==> config.mk <==
export PLATFORM = sky130hd
export DESIGN_NAME = serial_addsub
export DESIGN_NICKNAME = d
export VERILOG_FILES = /design/src/rtl/serial_addsub_pkg.sv /design/src/rtl/adder.sv /design/src/rtl/serial_addsub.sv
export SDC_FILE = /design/constraint.sdc
export NUM_CORES = 1
export LEC_CHECK = 0
export ABC_AREA = 1
export ABC_CLOCK_PERIOD_IN_PS = 2270
export BUFFER_PORTS_ARGS = -buffer_cell sky130_fd_sc_hd__buf_2
export CAP_MARGIN = 20
export CORE_UTILIZATION = 59
export DETAILED_ROUTE_END_ITERATION = 6
export PLACE_DENSITY = 0.83
export SLEW_MARGIN = 5
export SYNTH_ARGS = -nofsm -noshare
export SYNTH_HDL_FRONTEND = slang
export SYNTH_HIERARCHICAL = 1
export SYNTH_SLANG_ARGS = --single-unit
==> constraint.sdc <==
create_clock -name clk -period 2.27 [get_ports clk]
set_input_delay 0.227 -clock clk [delete_from_list [all_inputs] [get_ports clk]]
set_output_delay 0.227 -clock clk [all_outputs]
set_load 0.05 [all_outputs]
==> src/rtl/serial_addsub_pkg.sv <==
// Shared types and constants for the bit-serial adder/subtractor.
package serial_addsub_pkg;

  typedef enum logic [1:0] {
    IDLE = 2'd0,
    RUN  = 2'd1,
    DONE = 2'd2
  } state_t;

  localparam logic OP_ADD = 1'b0;
  localparam logic OP_SUB = 1'b1;

endpackage

==> src/rtl/adder.sv <==
// One-bit full-adder cell: sum and carry out of a + b + cin.
module adder (
  input  logic a,
  input  logic b,
  input  logic cin,
  output logic sum,
  output logic cout
);

  assign sum  = a ^ b ^ cin;
  assign cout = (a & b) | (cin & (a ^ b));

endmodule

==> src/rtl/serial_addsub.sv <==
// Bit-serial two's-complement adder/subtractor: one operand bit per clock
// through a single full-adder cell, carry held in a flip-flop between bits.
module serial_addsub
  import serial_addsub_pkg::*;
#(
  parameter int WIDTH = 8
) (
  input  logic             clk,
  input  logic             rst,
  input  logic             start,
  input  logic             op,
  input  logic [WIDTH-1:0] a,
  input  logic [WIDTH-1:0] b,
  output logic             busy,
  output logic             done,
  output logic [WIDTH-1:0] result,
  output logic             cout,
  output logic             overflow
);

  localparam int CW = $clog2(WIDTH);
  localparam logic [CW-1:0] LAST = CW'(WIDTH - 1);

  // Handshake: start is accepted only in IDLE (busy=0) and is dropped, not
  // queued, while busy=1; done pulses for one cycle when result/cout/overflow
  // take their new values, and those hold until the next completed operation.
  state_t           state, state_nxt;
  logic [CW-1:0]    cnt;
  logic [WIDTH-1:0] a_sh, b_sh, res_sh;
  logic             carry;
  logic             last;
  logic             fa_sum, fa_cout;

  assign last = (cnt == LAST);
  assign busy = (state != IDLE);

  adder u_adder (
    .a    (a_sh[0]),
    .b    (b_sh[0]),
    .cin  (carry),
    .sum  (fa_sum),
    .cout (fa_cout)
  );

  always_ff @(posedge clk) begin
    if (rst) state <= IDLE;
    else     state <= state_nxt;
  end

  always_comb begin
    state_nxt = state;
    unique case (state)
      IDLE:    if (start) state_nxt = RUN;
      RUN:     if (last)  state_nxt = DONE;
      DONE:    state_nxt = IDLE;
      default: state_nxt = IDLE;
    endcase
  end

  always_ff @(posedge clk) begin
    if (rst) begin
      a_sh     <= '0;
      b_sh     <= '0;
      res_sh   <= '0;
      carry    <= 1'b0;
      cnt      <= '0;
      done     <= 1'b0;
      result   <= '0;
      cout     <= 1'b0;
      overflow <= 1'b0;
    end else begin
      done <= 1'b0;
      unique case (state)
        IDLE: begin
          if (start) begin
            a_sh  <= a;
            b_sh  <= (op == OP_SUB) ? ~b : b;
            carry <= op;
            cnt   <= '0;
          end
        end
        RUN: begin
          a_sh   <= a_sh >> 1;
          b_sh   <= b_sh >> 1;
          res_sh <= {fa_sum, res_sh[WIDTH-1:1]};
          carry  <= fa_cout;
          cnt    <= cnt + CW'(1);
          // On the MSB, the carry register holds the carry into the MSB.
          if (last) begin
            result   <= {fa_sum, res_sh[WIDTH-1:1]};
            cout     <= fa_cout;
            overflow <= carry ^ fa_cout;
            done     <= 1'b1;
          end
        end
        default: ;
      endcase
    end
  end

endmodule

==> Yosys cells after proc, flatten, opt, wreduce, memory -nomap -nowiden <==
Index checks and enable logic that the tools add are counted.
{ "op_classes": {"n_addsub": 1, "mul": 0, "div": 0, "n_lt_le_gt_ge": 0, "n_eq_ne": 4, "shifts": 0, "mux": 13, "bitwise": 8, "n_reduce_logical": 7} }
{ "op_table": {"columns": ["op", "n"], "rows": [
  ["one-hot mux 8 bit (2 select lines)", 2],
  ["two-way mux 8 bit", 3],
  ["NOT 8 bit", 1],
  ["one-hot mux 3 bit (2 select lines)", 1],
  ["AND reduction 2 bit", 3],
  ["two-way mux 2 bit", 2],
  ["inequality test 2 bit, second input constant", 2],
  ["one-hot mux 2 bit (2 select lines)", 1],
  ["nonzero test 2 bit", 2],
  ["adder 3 x 1 -> 3 bit, second input constant", 1],
  ["equality test 3 bit, second input constant", 1],
  ["two-way mux 3 bit", 1],
  ["bitwise XOR 1 bit", 3],
  ["bitwise AND 1 bit", 2],
  ["equality test 2 x 1 -> 1 bit, second input constant", 1],
  ["zero test 2 bit", 1],
  ["two-way mux 1 bit", 2],
  ["one-hot mux 1 bit (2 select lines)", 1],
  ["OR reduction 2 bit", 1],
  ["NOT 1 bit", 1],
  ["OR 1 bit", 1]
]} }
{ "word_totals": {"regBits": 41, "latchBits": 0, "mem_bits_rw": 0, "romBits": 0, "in_bits": 20, "output_inout_bits": 12, "n_memories": 0} }

==> Depth between registers and ports, before layout <==
{ "logic_depth": {"ltp_word": 4, "mapped_depth": 8, "ltp_nobuf": 8} }

==> Cells and area by module <==
Netlist, hierarchy kept.
{ "by_module_without_submodules": {"columns": ["module", "instances", "cells_each", "area_per_inst_um2", "seq_area_each_um2"], "rows": [
  ["serial_addsub", 1, 262, 1844.3, 800.8],
  ["adder", 1, 1, 20.0, 0.0]
]} }

==> Worst setup path after synthesis <==
No wires, ideal clock.
{ "synth_timing": {"path_kind": "register -> register", "from": "register state[0]", "to": "register b_sh[0]", "setup_ns": 0.109, "t_arrival_ns": 1.209, "required_time_ns": 2.161, "setup_slack_ns": 0.953, "path_stages_with_launch": 8, "period_less_slack_ns": 1.317, "cell_sequence": "dfxtp_1 > inv_1 > nand2_1 > nor2_4 > nand2_1 > nand3_1 > nand2_1 > inv_1"} }
{ "synth_via": {"elab_chain_len": 3, "word_cells_on_any_way": 6, "cone_classes": "eq/ne: 2; mux: 1; reduce/logical: 3"} }
{ "synth_lines": {"columns": ["item", "line_no", "source"], "rows": [
  ["start, declared", "serial_addsub.sv:27", "state_t state, state_nxt;"],
  ["start signal, assigned", "serial_addsub.sv:47", "else state <= state_nxt;"],
  ["equality test 2 x 1 -> 1 bit or zero test 2 bit (tied branches)", "serial_addsub.sv:73", "unique case (state)"],
  ["nonzero test 2 bit (no line) or inequality test 2 bit (tied branches)", null, null],
  ["AND reduction 2 bit (no line)", null, null],
  ["end signal, assigned", "serial_addsub.sv:77", "b_sh <= (op == OP_SUB) ? ~b : b;"],
  ["end signal, assigned", "serial_addsub.sv:84", "b_sh <= b_sh >> 1;"],
  ["end, declared", "serial_addsub.sv:29", "logic [WIDTH-1:0] a_sh, b_sh, res_sh;"]
]} }
Several ways; a longest one is shown, not always the timed one.
A chain may end at the register's enable or synchronous reset.

==> Worst setup path after layout <==
{ "layout_timing": {"from": "register state[0]", "to": "output port busy"} }
{ "layout_via": {"elab_chain_len": 1} }
{ "layout_lines": {"columns": ["item", "line_no", "source"], "rows": [
  ["nonzero test 2 bit", "serial_addsub.sv:35", "assign busy = (state != IDLE);"],
  ["end, declared", "serial_addsub.sv:14", "output logic busy,"]
]} }
Every way passes these cells.

==> metrics.yaml <==
outcome: "completed"
slew_headroom: 0.5654
rows: 20
worstPathRequired_ps: 2040
synth_edf_count: 0
vias: 1612
regToRegStartpoint: "cnt[0]"
final_layout_size_suffix_gt1_frac: 0.1871
cts-buffers-inserted: 5
synthCells: 263
cts_resized: 0
antenna_cells: 0
r2r-end: "cout"
worstMarginPinSlew_ps: 649.5
io_buffers: 31
fillCellCount: 276
totalWireLength_um: 3405
timing_max_transition_violations_final: 0
worstSetupEndpoint: "busy"
reg2reg_depth: 7
cp_data_arrival_time_ps: 1300
setup_violations: 0
path_max_fanout: 3
rsz0062_at_grt: "false"
start_util: 0.6157
design.die.area_mm2: 0.003388
power_density_mw_per_mm2: 697.0
cts_hold_buf: 0
first_pass_iters: 4
yosys.cell_types.count: 25
die_h_um: 58.21
hpwl_um: 2353
finClkSkew_ps: 9.579
max_cap_violations: 0
dp_slack_ps: 904.4
overflow: 0
ios: 32
synth_flop_cell: "dfxtp_1"
cts.sinks: 40
die_x_um: 58.21
total_power_mw: 1.453
cts_tree: "yes"
post_cts_buffers: 0
nets: 316
hold_class: "primary input to flop"
yosysSeqAreaShare: 0.4295
grt_pass1_wl_um: 5713
async_flop_share: 0
path_clk_slew_ps: 110
criticalPathCategory: "flop to primary output"
drtAntennaViolNets: 0
yosysWarningCount: 6
ys_ff_latch: 40
area_growth_pct: 11.81
wl_per_cell_um: 10.07
core-area_mm2: 0.003028
cts_buffer_depth: 2
timing.final.crit_share: 0.6727
clock_latency_ps: 340
setup.worst_path.end_class: "primary output"
grt_pass1_vias: 1387
grt_max_degree: 28
root_buffer: "clkbuf_4"
peakVddDrop_v: 0.0004825
syn_nets: 286
h-tree-depth: 2
via_per_inst: 4.769
setup_slack_ps: 742.9
min_period_ps: 1527
timing.fmax_mhz: 654.8
timing.final.hold_violations: 0
syn_avg_cell_area_um2: 7.089
stdcell_area_mm2: 0.002085
placed_area_mm2: 0.001994
drc: 0
worstSetupStartpoint: "state[0]"
antenna_found_initial: 0
critPathLaunchType: "flop"
r2r_setup_slack_ps: 900
fin_setup_tns_ps: 0
syn_area_mm2: 0.001864
grt_usage: 0.2254
drt_iter0_drc: 106
place_congestion: 0.8231
p_leak_nw: 1.129
## placed cells by master, fill, tap and decap left out, types with 2 or more instances in the layout
cell	netlist	routed
a21oi_1	8	8
buf_2	3	31
clkbuf_4	0	5
dfxtp_1	40	40
ha_1	2	2
inv_1	29	29
inv_2	3	3
nand2_1	94	94
nand3_1	14	14
nor2_1	35	35
o21ai_0	12	12
o21ai_1	2	2
o21ai_2	5	5
## how the worst min path moves through the flow
stage / start / end / slack, ps / cells past startpoint
after floorplan: rst / a_sh[7] / 300 / 1
after global placement: res_sh[6] / result[5] / 450 / 2
after detailed placement: res_sh[7] / result[6] / 460 / 2
after CTS: rst / b_sh[7] / 120 / 2
after global routing: rst / b_sh[7] / 120 / 2
final: a[7] / a_sh[7] / 130 / 3
## cell type report
type	instances	area (um2)	share of cell area
tap	44	55.05	0.02641
inverter	33	128.9	0.06182
timing repair buffer	32	162.7	0.07803
multi-input combinational	181	847.1	0.4064
clock inverter	2	38.79	0.01861
clock buffer	6	51.30	0.02461
sequential	40	800.8	0.3842
## routing by layer
metal | GRT usage | up-vias | share of wire
met2 | 0.3859 | 34 | 0.46
met1 | 0.2714 | 709 | 0.49
met4 | 0.08163 | 0 | 0.010
li1 | - | 865 | -
met5 | 0 | - | 0
met3 | 0.06027 | 4 | 0.035
## per-stage QoR
| step | util | hold WS [ps] | instances |
|---|---|---|---|
| 3_3_place_gp | 0.6587 | 450.2 | 330 |
| 2_1_floorplan | - | 296.1 | 263 |
| 5_1_grt | 0.6884 | 118.0 | 338 |
| 6_report | 0.6884 | 132.1 | 338 |
| 4_1_cts | 0.6884 | 117.2 | 338 |
| 3_5_place_dp | 0.6587 | 455.6 | 330 |
## cells by family (layout without fill, tap and decap cells)
logic type | after synthesis | after routing | share of synthesized area
simple gates | 147 | 147 | 0.3235
buf+inv | 42 | 73 | 0.1161
fa+ha+maj | 3 | 3 | 0.02416
compound gates | 30 | 30 | 0.1020
flops | 40 | 40 | 0.4295
xor+xnor | 1 | 1 | 0.004699
## flip-flops by register name, summed over array words and instances (netlist names)
name and cells:
a_sh 8, b_sh 8, carry 1, cnt 3, cout 1, done 1
overflow 1, res_sh 7, result 8, state 2
## critical path: stages, from the launching register on
cell and delay [ps]:
dfxtp_1 460, inv_1 80, nand2_1 140, buf_2 290
## power breakdown
| part | switching (mW) | internal, mW | total (mW) |
|---|---|---|---|
| Clock | 0.228 | 0.264 | 0.491 |
| Combinational | 0.129 | 0.0714 | 0.200 |
| Sequential | 0.0215 | 0.740 | 0.761 |
## cells in the mapped netlist, types with 2 or more instances
library cell / n / share of area
nand2_1: 94 / 0.19
dfxtp_1: 40 / 0.43
nor2_1: 35 / 0.070
inv_1: 29 / 0.058
nand3_1: 14 / 0.038
o21ai_0: 12 / 0.032
a21oi_1: 8 / 0.021
o21ai_2: 5 / 0.023
buf_6: 4 / 0.024
buf_2: 3 / 0.0081
inv_2: 3 / 0.0060
ha_1: 2 / 0.013
o21ai_1: 2 / 0.0054
Power figures use the tool's default switching activity.
